File: config.mk
export PLATFORM = sky130hd
export DESIGN_NAME = sqrt_rem_unit
export DESIGN_NICKNAME = d
export VERILOG_FILES = /design/src/rtl/sqrt_rem_unit.sv
export SDC_FILE = /design/constraint.sdc
export NUM_CORES = 1
export LEC_CHECK = 0
export ABC_AREA = 1
export CAP_MARGIN = 20
export CORE_ASPECT_RATIO = 1.5
export CORE_MARGIN = 5
export CORE_UTILIZATION = 45
export DETAILED_ROUTE_END_ITERATION = 6
export DONT_BUFFER_PORTS = 1
export GPL_TIMING_DRIVEN = 1
export PLACE_DENSITY = 0.66
export SYNTH_ARGS = -nofsm -noshare
export SYNTH_HDL_FRONTEND = slang
export SYNTH_SLANG_ARGS = --single-unit
File: constraint.sdc
create_clock -name clk -period 7.8 [get_ports clk]
set_input_delay 1.17 -clock clk [delete_from_list [all_inputs] [get_ports clk]]
set_output_delay 1.17 -clock clk [all_outputs]
set_load 0.01 [all_outputs]
File: src/rtl/sqrt_rem_unit.sv
// sqrt_rem_unit: multi-cycle non-restoring integer square root with floor remainder and optional rounding
module sqrt_rem_unit #(
    parameter int SIZE = 64,
    parameter int BPC  = 1
) (
    input  logic              clk,
    input  logic              rst,
    input  logic              start,
    input  logic [SIZE-1:0]   num,
    input  logic              round_en,
    output logic              ready,
    output logic              busy,
    output logic [SIZE-1:0]   out,
    output logic [SIZE/2:0]   rem
);
    localparam int H  = SIZE / 2;
    localparam int RW = H + 3;
    localparam int N  = SIZE / (2 * BPC);
    localparam int CW = $clog2(N + 1);

    typedef enum logic [1:0] {IDLE, CALC, FIX, DONE} state_t;

    state_t          state_q, state_d;
    logic [SIZE-1:0] rad_q, rad_d, step_rad;
    logic [H-1:0]    root_q, root_d, step_root;
    logic [RW-1:0]   prem_q, prem_d, step_prem, shifted, fix_rem;
    logic [CW-1:0]   cnt_q, cnt_d;
    logic            rnd_q, rnd_d, round_up;
    logic [SIZE-1:0] out_q, out_d;
    logic [H:0]      rem_q, rem_d;

    // resolve BPC root bits: sign of the partial remainder picks add or subtract of the trial term
    always_comb begin
        step_rad  = rad_q;
        step_root = root_q;
        step_prem = prem_q;
        shifted   = '0;
        for (int i = 0; i < BPC; i++) begin
            shifted   = {step_prem[RW-3:0], step_rad[SIZE-1 -: 2]};
            step_prem = step_prem[RW-1] ? shifted + {1'b0, step_root, 2'b11}
                                        : shifted - {1'b0, step_root, 2'b01};
            step_root = {step_root[H-2:0], ~step_prem[RW-1]};
            step_rad  = step_rad << 2;
        end
    end

    // a negative final remainder is restored by adding back 2r+1; rounding compares m against r
    assign fix_rem  = prem_q[RW-1] ? prem_q + {2'b00, root_q, 1'b1} : prem_q;
    assign round_up = rnd_q && (fix_rem > RW'(root_q));

    // next-state and datapath updates; start is honoured only in IDLE and DONE
    always_comb begin
        state_d = state_q;
        rad_d   = rad_q;
        root_d  = root_q;
        prem_d  = prem_q;
        cnt_d   = cnt_q;
        rnd_d   = rnd_q;
        out_d   = out_q;
        rem_d   = rem_q;
        case (state_q)
            CALC: begin
                rad_d  = step_rad;
                root_d = step_root;
                prem_d = step_prem;
                cnt_d  = cnt_q + 1'b1;
                if (cnt_q == CW'(N - 1)) state_d = FIX;
            end
            FIX: begin
                out_d   = SIZE'(root_q) + SIZE'(round_up);
                rem_d   = fix_rem[H:0];
                state_d = DONE;
            end
            default: if (start) begin
                state_d = CALC;
                rad_d   = num;
                root_d  = '0;
                prem_d  = '0;
                cnt_d   = '0;
                rnd_d   = round_en;
            end
        endcase
    end

    // state and datapath registers, cleared asynchronously
    always_ff @(posedge clk or negedge rst) begin
        if (!rst) begin
            state_q <= IDLE;
            rad_q   <= '0;
            root_q  <= '0;
            prem_q  <= '0;
            cnt_q   <= '0;
            rnd_q   <= 1'b0;
            out_q   <= '0;
            rem_q   <= '0;
        end else begin
            state_q <= state_d;
            rad_q   <= rad_d;
            root_q  <= root_d;
            prem_q  <= prem_d;
            cnt_q   <= cnt_d;
            rnd_q   <= rnd_d;
            out_q   <= out_d;
            rem_q   <= rem_d;
        end
    end

    assign ready = state_q == DONE;
    assign busy  = (state_q == CALC) || (state_q == FIX);
    assign out   = out_q;
    assign rem   = rem_q;
endmodule

==> results.toml, run 1 <==
[yosys]
seq_area_frac_synth_pct = 35.0
synth_simple_gate_area_share_pct = 26.7
synth_mux_area_share_pct = 0
synth-edff-count = 0
synthFlopType = "dfrtp_1"
synthDistinctLibCells = 57
synth_compound_area_share_pct = 15.9
synth.avg_cell_area_um2 = 7.33
netlist_instances = 2008
synthXorXnorAreaFrac_pct = 4.82
synth-seq-cells = 206
synth_top_family_by_area = "simple AND/OR/NAND/NOR gates"
synth_area_um2 = 14700
async_reset_ff_share_pct = 100
synth_fa_ha_area_share_pct = 8.97
synth_warnings = 0

[critical_path]
crit_top_cell = "nand2_1"
cp_slowest_stage_delay_ns = 0.51
cp_data_arrival_time_ns = 6.60
slowest_stage = "dfrtp_1"
startpoint = "root_q[1]"
worstReg2RegEnd = "out[28]"
reg2reg_depth = 40
crit_fanout = 7
start_kind = "register"
required_ns = 8.21
crit_path_end_kind = "register"
r2r_start = "root_q[1]"
endpoint = "out[28]"
reg2reg_slack_ns = 1.60
crit_type = "register to register"

[power_and_ir_drop]
p_per_area_nw_per_um2 = 436
irDropWorstVdd_mv = 0.243
leakage_nw = 7.65

[sta]
setup_viol = 0
fmax_ghz = 0.161
fin_worst_skew_ns = 0.0160
rsz0062_at_grt = "false"
setup_slack_ns = 1.60
tightest_slew_ns = 0.892
report.final.slew_viol_count = 0
tns_ns = 0
min_period_ns = 6.20
slew_headroom_pct = 40.0
hold_viol_final = 0
holdWs_ns = 0.346
min_period_over_period_pct = 79.4

[cells_and_area]
final_cell_area_um2 = 15800
num-fill-cells = 3283
drive_above_1_share_pct = 4.61
final_nets = 2154
area_growth_pct = 7.18
antenna_cells = 0

[grt]
grt_use_total_pct = 25.0
grt_pass1_vias = 13700
grt_pass1_wl_um = 71800
grt_max_degree = 207
antenna_found_initial = 0
grt-ovfl-total = 0

[placed_design]
placed_area_um2 = 15000
port_buffers = 0
hpwlAfterDp_um = 36400
place_ws_ns = 1.65
gp_congestion = 0.961

[floorplan]
coreArea_um2 = 32400
fp.dieW_um = 158
start_util_pct = 45.4
row_count = 81
die_area_um2 = 36500
pin_count = 167
die_h_um = 232

[detailed_routing]
ant_nets = 0
drc = 0
num_vias = 13400
routed_wl_um = 46700
via_per_inst = 5.57
wl_per_cell_um = 19.4
drt_first_pass_iters = 5
drt-initial-drc-count = 760

[clock_network]
cts_tree = "done"
clkSlewWorstSetupHoldPaths_ns = 0.06
clk_latency_ns = 0.53
htree_levels = 1
clockRootBuffer = "clkbuf_16"
ctsResizeCount = 0
numCtsBuffers = 22
postCtsHoldBufs = 0
clock_path_buffers = 3
post_cts_buffers = 0
cts.sinks = 206

[worst_hold_path]
hold_class = "primary input to asynchronous set/reset pin"

[outcome]
status = "finished, final reports clean"

[job]
drv_cap = 0
-- area by class of cell --
cell class | instances | area (µm²) | area share [%]
clock buffers | 29 | 638 | 4.04
well taps | 415 | 519 | 3.29
clock inverters | 10 | 183 | 1.16
inverters | 203 | 763 | 4.84
flip-flops and latches | 206 | 5160 | 32.7
multi-input cells | 1537 | 8440 | 53.5
repair buffers | 11 | 82.6 | 0.523
-- per-layer routing --
metal / track usage, % / vias up / part of all wire [%]
met4: 15.6 / 0 / 7.2
met3: 3.14 / 131 / 5.0
li1: - / 6569 / -
met2: 44.9 / 399 / 51
met1: 27.5 / 6320 / 37
met5: 0 / - / 0
-- kinds of logic (layout without fill, tap and decap cells) --
kind of cell	Yosys count	in the layout
buf+inv	295	253
xor+xnor	81	81
compound gates	395	395
fa+ha+maj	105	105
flops	206	206
simple gates	925	925
other cells	1	31
-- through the flow --
step                      total power, W  utilization, %  cells
final                            0.00688            48.7   2411
after CTS                        0.00691            48.7   2411
after global routing             0.00751            48.7   2411
after detailed placement         0.00568            46.1   2372
after floorplan                  0.00462               -   2038
after global placement           0.00564            46.1   2372
-- report_power, final --
| group | internal (W) | switching, W | total, W |
|---|---|---|---|
| clock | 0.000740 | 0.000448 | 0.00119 |
| combinational | 0.00133 | 0.00259 | 0.00391 |
| sequential | 0.00143 | 0.000347 | 0.00178 |
-- synth_stat cells, drive strengths merged, types with 2 or more instances --
cell    instances  area, µm²
nand4          26        175
and2            5       31.3
a22oi          63        473
xor2           31        272
o221a           2       22.5
ha            104       1300
o21a            8       60.1
clkbuf         49        194
inv           200        751
nor4           12        111
xnor2          50        438
nand3b          8       60.1
a31oi          18        113
a22o            2       17.5
nand3          91        455
nand2         587       2230
o21bai         14        105
o22ai          40        250
nor2          156        613
or2            12       77.6
a21oi         107        539
clkinv          3       12.5
a21o            6       45.0
o21ai         120        601
a21boi          5       37.5
dfrtp         206       5150
nor3           25        153
buf            43        310
o211ai          4       30.0
o31ai           5       37.5
-- flip-flops by register name (all words and copies together) (netlist names) --
register,cells
rad_q,64
prem_q,35
out,33
rem,33
root_q,32
cnt_q,6
state_q,2
rnd_q,1
-- cell usage in the layout (no fill, tap or decap), types with 18 or more instances in the layout --
master     Yosys  routed
nand2_1      581     581
ha_1         104     103
a21oi_1      106     106
inv_1        191     190
xnor2_1       50      50
a31oi_1       18      18
nand4_1       24      24
a22oi_1       63      63
dfrtp_1      206     205
clkbuf_16      0      23
o22ai_1       40      40
xor2_1        31      31
nor3_1        22      22
o21ai_0       93      93
o21ai_1       27      27
nand3_1       91      91
nor2_1       149     147
conb_1         1      31
-- how the worst min path moves through the flow --
stage	endpoint	slack, ns
final	state_q[1]	0.35
after global routing	state_q[0]	0.33
after CTS	state_q[1]	0.33
after detailed placement	rad_q[53]	0.48
after global placement	rad_q[44]	0.48
after floorplan	rad_q[10]	0.46
-- worst max-delay path: cells and delay by family, from the launching register on --
family / cells / cell delay, ns
fa+ha+maj: 3 / 0.96
compound gates: 5 / 1.05
simple gates: 29 / 3.11
flops: 1 / 0.51
buf+inv: 1 / 0.10
xor+xnor: 2 / 0.33
Note: power is estimated with default switching activity, not from simulation.
==> inputs of run 2 (changes only) <==
==> constraint.sdc (replaced) <==
create_clock -name clk -period 5.95 [get_ports clk]
set_input_delay 0.8925 -clock clk [delete_from_list [all_inputs] [get_ports clk]]
set_output_delay 0.8925 -clock clk [all_outputs]
set_load 0.01 [all_outputs]
==> run 2 against run 1 <==
Routed wire length is 1.4% higher. Final cell count is 1.9% higher. Setup slack worse by 1.2 ns. Clock skew hardly changed. Non-clock buffer count is 47 higher. First-iteration DRC count is 4.5% lower. Combinational power is 34% higher. Critical path depth is 1 higher. Sequential power is 30% higher. Fmax is 13% higher. Clock-buffer cell count is 4 higher.
==> results.toml, run 2 (synthesis results as in run 1) <==
[outcome]
status = "finished, final reports clean"

[floorplan]
start_util_pct = 45.4
die_area_um2 = 36500
fp.dieW_um = 158
coreArea_um2 = 32400
row_count = 81
die_h_um = 232
pin_count = 167

[grt]
grt-ovfl-total = 0
grt_pass1_wl_um = 73400
grt_max_degree = 207
grt_use_total_pct = 25.7
antenna_found_initial = 0
grt_pass1_vias = 13800

[power_and_ir_drop]
p_per_area_nw_per_um2 = 560
irDropWorstVdd_mv = 0.319
leakage_nw = 7.88

[detailed_routing]
via_per_inst = 5.48
wl_per_cell_um = 19.3
drt_first_pass_iters = 5
ant_nets = 0
routed_wl_um = 47300
drt-initial-drc-count = 726
drc = 0
num_vias = 13500

[critical_path]
crit_family = "simple AND/OR/NAND/NOR gates"
crit_top_cell = "nand2_1"
crit_fanout = 7
cp_data_arrival_time_ns = 5.92
reg2reg_slack_ns = 0.44
endpoint = "out[28]"
crit_buf_inv = 2
worstReg2RegEnd = "out[28]"
slowest_stage = "dfrtp_1"
worst-path-stages = 41
cp_slowest_stage_delay_ns = 0.53
crit_path_end_kind = "register"
crit_type = "register to register"
reg2reg_depth = 41
r2r_start = "root_q[1]"
required_ns = 6.37
start_kind = "register"
startpoint = "root_q[1]"

[sta]
fmax_ghz = 0.182
tns_ns = 0
hold_viol_final = 0
min_period_ns = 5.51
setup_viol = 0
report.final.slew_viol_count = 0
tightest_slew_ns = 0.985
fin_worst_skew_ns = 0.0156
slew_headroom_pct = 34.3
rsz0062_at_grt = "false"
min_period_over_period_pct = 92.5

[cells_and_area]
final_cell_mix = "581 x nand2_1, 205 x dfrtp_1, 190 x inv_1, 147 x nor2_1, 105 x a21oi_1"
final_cell_area_um2 = 16100
num-fill-cells = 3288
largest_register_ffs = 64
area_growth_pct = 9.33
drive_above_1_share_pct = 6.85
antenna_cells = 0
layout_commonest_cell = "nand2_1"
regMostFlops = "rad_q"
final_nets = 2202
top_regs = "rad_q x64, prem_q x35"

[placed_design]
port_buffers = 0
gp_congestion = 0.940
hpwlAfterDp_um = 37200
placed_area_um2 = 15300

[clock_network]
clk_latency_ns = 0.54
clkSlewWorstSetupHoldPaths_ns = 0.06
postCtsHoldBufs = 0
clock_path_buffers = 3
post_cts_buffers = 0
ctsResizeCount = 0
cts_tree = "done"
htree_levels = 1
numCtsBuffers = 23
cts.sinks = 206
clockRootBuffer = "clkbuf_16"

[job]
drv_cap = 0

[worst_hold_path]
hold_class = "primary input to asynchronous set/reset pin"
run 2: cell types whose count changed in the layout (fill, tap and decap cells not counted), sizes merged:
cell / before / now
clkinv: 5 / 4
bufinv: 5 / 3
clkbuf: 29 / 33
buf: 11 / 58
clkinvlp: 3 / 1
inv: 200 / 201
run 2: layout make-up:
class                      count  area (µm²)  area share (%)
sequential                   206        5160            32.0
multi-input combinational   1537        8460            52.6
inverter                     203         763            4.74
timing repair buffer          58         435            2.70
clock buffer                  33         653            4.06
clock inverter                 6         111           0.692
tap                          415         519            3.23
run 2: power by group:
group          internal [W]  switching, W  leakage (nW)
clock              0.000889      0.000590         0.370
combinational       0.00178       0.00344          4.84
sequential          0.00188      0.000428          2.67
run 2: routing by layer:
| metal | vias to the layer above | GRT usage (%) | routed length, µm |
|---|---|---|---|
| met3 | 127 | 2.90 | 2330 |
| li1 | 6659 | - | - |
| met1 | 6272 | 30.0 | 18500 |
| met5 | - | 0 | 0 |
| met4 | 0 | 15.0 | 3220 |
| met2 | 419 | 44.7 | 23300 |
run 2: worst min-delay path by stage:
stage                     startpoint        end  cells after the start
final                            rst      rnd_q                      0
after global routing             rst      rnd_q                      0
after CTS                        rst   cnt_q[0]                      0
after detailed placement   rad_q[51]  rad_q[51]                      2
after global placement     rad_q[44]  rad_q[44]                      2
after floorplan            rad_q[10]  rad_q[10]                      2
run 2: stage by stage:
step | cells | util (%) | hold slack [ns] | total power, W | setup slack (ns)
floorplan | 2038 | - | 0.462 | 0.00606 | 1.51
global placement | 2419 | 47.2 | 0.478 | 0.00745 | 0.400
detailed placement | 2419 | 47.2 | 0.479 | 0.00753 | 0.339
CTS | 2458 | 49.6 | 0.0320 | 0.00905 | 0.304
global route | 2458 | 49.6 | 0.0330 | 0.00984 | 0.0228
finish | 2458 | 49.6 | 0.0524 | 0.00901 | 0.445
==> inputs of run 3 (changes only) <==
--- a/config.mk
+++ b/config.mk
@@ -6,7 +6,6 @@
 export NUM_CORES = 1
 export LEC_CHECK = 0
 export ABC_AREA = 1
-export CAP_MARGIN = 20
 export CORE_ASPECT_RATIO = 1.5
 export CORE_MARGIN = 5
 export CORE_UTILIZATION = 45
==> constraint.sdc (replaced) <==
create_clock -name clk -period 6.6 [get_ports clk]
set_input_delay 0.99 -clock clk [delete_from_list [all_inputs] [get_ports clk]]
set_output_delay 0.99 -clock clk [all_outputs]
set_load 0.01 [all_outputs]
==> run 3 against run 2 <==
Clock skew up 0.0020 ns. Routed wire length grew 1.6%. Setup slack gained 0.062 ns. Non-clock buffer count is 31 lower. Combinational power is 11% lower. Design area fell by 1.4%. Clock-buffer cell count decreased by 4. Critical path depth shrank 1. Hold slack improved by 0.095 ns. Sequential power fell by 9.5%. Critical path type unchanged. Critical endpoint unchanged.
==> results.toml, run 3 (synthesis results as in run 1) <==
[detailed_routing]
num_vias = 13500
drc = 0
routed_wl_um = 48100
ant_nets = 0
via_per_inst = 5.56
drt-initial-drc-count = 796
drt_first_pass_iters = 5
wl_per_cell_um = 19.8

[cells_and_area]
num-fill-cells = 3302
area_growth_pct = 7.79
largest_register_ffs = 64
final_cell_mix = "581 x nand2_1, 205 x dfrtp_1, 190 x inv_1, 147 x nor2_1, 106 x a21oi_1"
top_regs = "rad_q x64, prem_q x35"
utilization_pct = 48.9
drive_above_1_share_pct = 5.51
final_nets = 2171
regMostFlops = "rad_q"
antenna_cells = 0
layout_commonest_cell = "nand2_1"

[critical_path]
crit_path_end_kind = "register"
crit_top_cell = "nand2_1"
start_kind = "register"
crit_fanout = 7
slowest_stage = "dfrtp_1"
cp_data_arrival_time_ns = 6.52
crit_type = "register to register"
required_ns = 7.03
cp_slowest_stage_delay_ns = 0.51

[sta]
rsz0062_at_grt = "false"
hold_viol_final = 0
tns_ns = 0
tightest_slew_ns = 1.02
slew_headroom_pct = 32.0
min_period_ns = 6.09
report.final.slew_viol_count = 0
min_period_over_period_pct = 92.3
setup_viol = 0
fmax_ghz = 0.164
fin_worst_skew_ns = 0.0176

[clock_network]
clk_latency_ns = 0.54
htree_levels = 1
clkSlewWorstSetupHoldPaths_ns = 0.06
post_cts_buffers = 0
ctsResizeCount = 0
numCtsBuffers = 23
cts.sinks = 206
clockRootBuffer = "clkbuf_16"
cts_tree = "done"
clock_path_buffers = 3
postCtsHoldBufs = 0

[floorplan]
pin_count = 167
die_area_um2 = 36500
fp.dieW_um = 158
start_util_pct = 45.4
coreArea_um2 = 32400
row_count = 81
die_h_um = 232

[grt]
grt-ovfl-total = 0
grt_use_total_pct = 25.9
grt_pass1_wl_um = 73900
antenna_found_initial = 0
grt_pass1_vias = 13700
grt_max_degree = 207

[outcome]
status = "finished, final reports clean"

[power_and_ir_drop]
irDropWorstVdd_mv = 0.294
p_per_area_nw_per_um2 = 512
leakage_nw = 7.73

[placed_design]
port_buffers = 0
hpwlAfterDp_um = 37500
gp_congestion = 0.995

[job]
drv_cap = 0

[worst_hold_path]
hold_class = "primary input to asynchronous set/reset pin"
run 3: cell count changes in the layout (fill, tap and decap cells not counted), moves of 3 or more:
cell,change
clkbuf_1,-3
clkinv_2,+4
buf_4,-31
inv_6,+3
run 3: where the power goes:
part / switching, W / internal, W
Clock: 0.000570 / 0.000799
Sequential: 0.000391 / 0.00169
Combinational: 0.00311 / 0.00157
run 3: area by class of cell:
type | instances | area (µm²) | share of cell area, %
Timing Repair Buffer | 27 | 203 | 1.28
Tap cell | 415 | 519 | 3.27
Clock inverter | 13 | 159 | 1.00
Inverter | 203 | 763 | 4.81
Sequential cell | 206 | 5160 | 32.5
Clock buffer | 29 | 628 | 3.96
Multi-Input combinational cell | 1537 | 8440 | 53.2
run 3: final timing paths:
check                        endpoint  slack (ns)       from  cells after the start
max                           out[28]        0.51  root_q[1]                     40
min                        state_q[1]        0.15        rst                      0
min reg2reg                 rad_q[27]        0.49  rad_q[27]                      2
max in group asynchronous      out[4]        6.18        rst                      0
max reg2reg                   out[28]        0.51  root_q[1]                     40
min in group clk            rad_q[27]        0.49  rad_q[27]                      2
run 3: metal layers:
layer / vias to the layer above / global-route usage [%] / share of wire (%)
li1: 6595 / - / -
met1: 6411 / 30.1 / 39
met2: 388 / 46.4 / 51
met3: 117 / 2.86 / 4.4
met4: 0 / 13.3 / 5.8
met5: - / 0 / 0
run 3: critical path: cells and delay by family (launching register included):
family | cells | cell delay [ns]
xor gates and xnor gates | 2 | 0.34
and+or+nand+nor | 29 | 3.12
buffers and inverters | 1 | 0.10
DFF | 1 | 0.51
AOI/OAI and AO/OA | 5 | 0.96
adders and majority gates | 3 | 0.97
run 3: metrics by stage:
stage               std cells  hold slack, ns  total power (W)  setup WS, ns  cell area [µm²]
floorplan                2038           0.462          0.00546          2.16            14800
global placement         2388           0.479          0.00669         0.413            15100
detailed placement       2388           0.479          0.00675         0.425            15100
CTS                      2430           0.130          0.00816         0.384            15900
global route             2430           0.124          0.00884         0.119            15900
finish                   2430           0.147          0.00813         0.507            15900
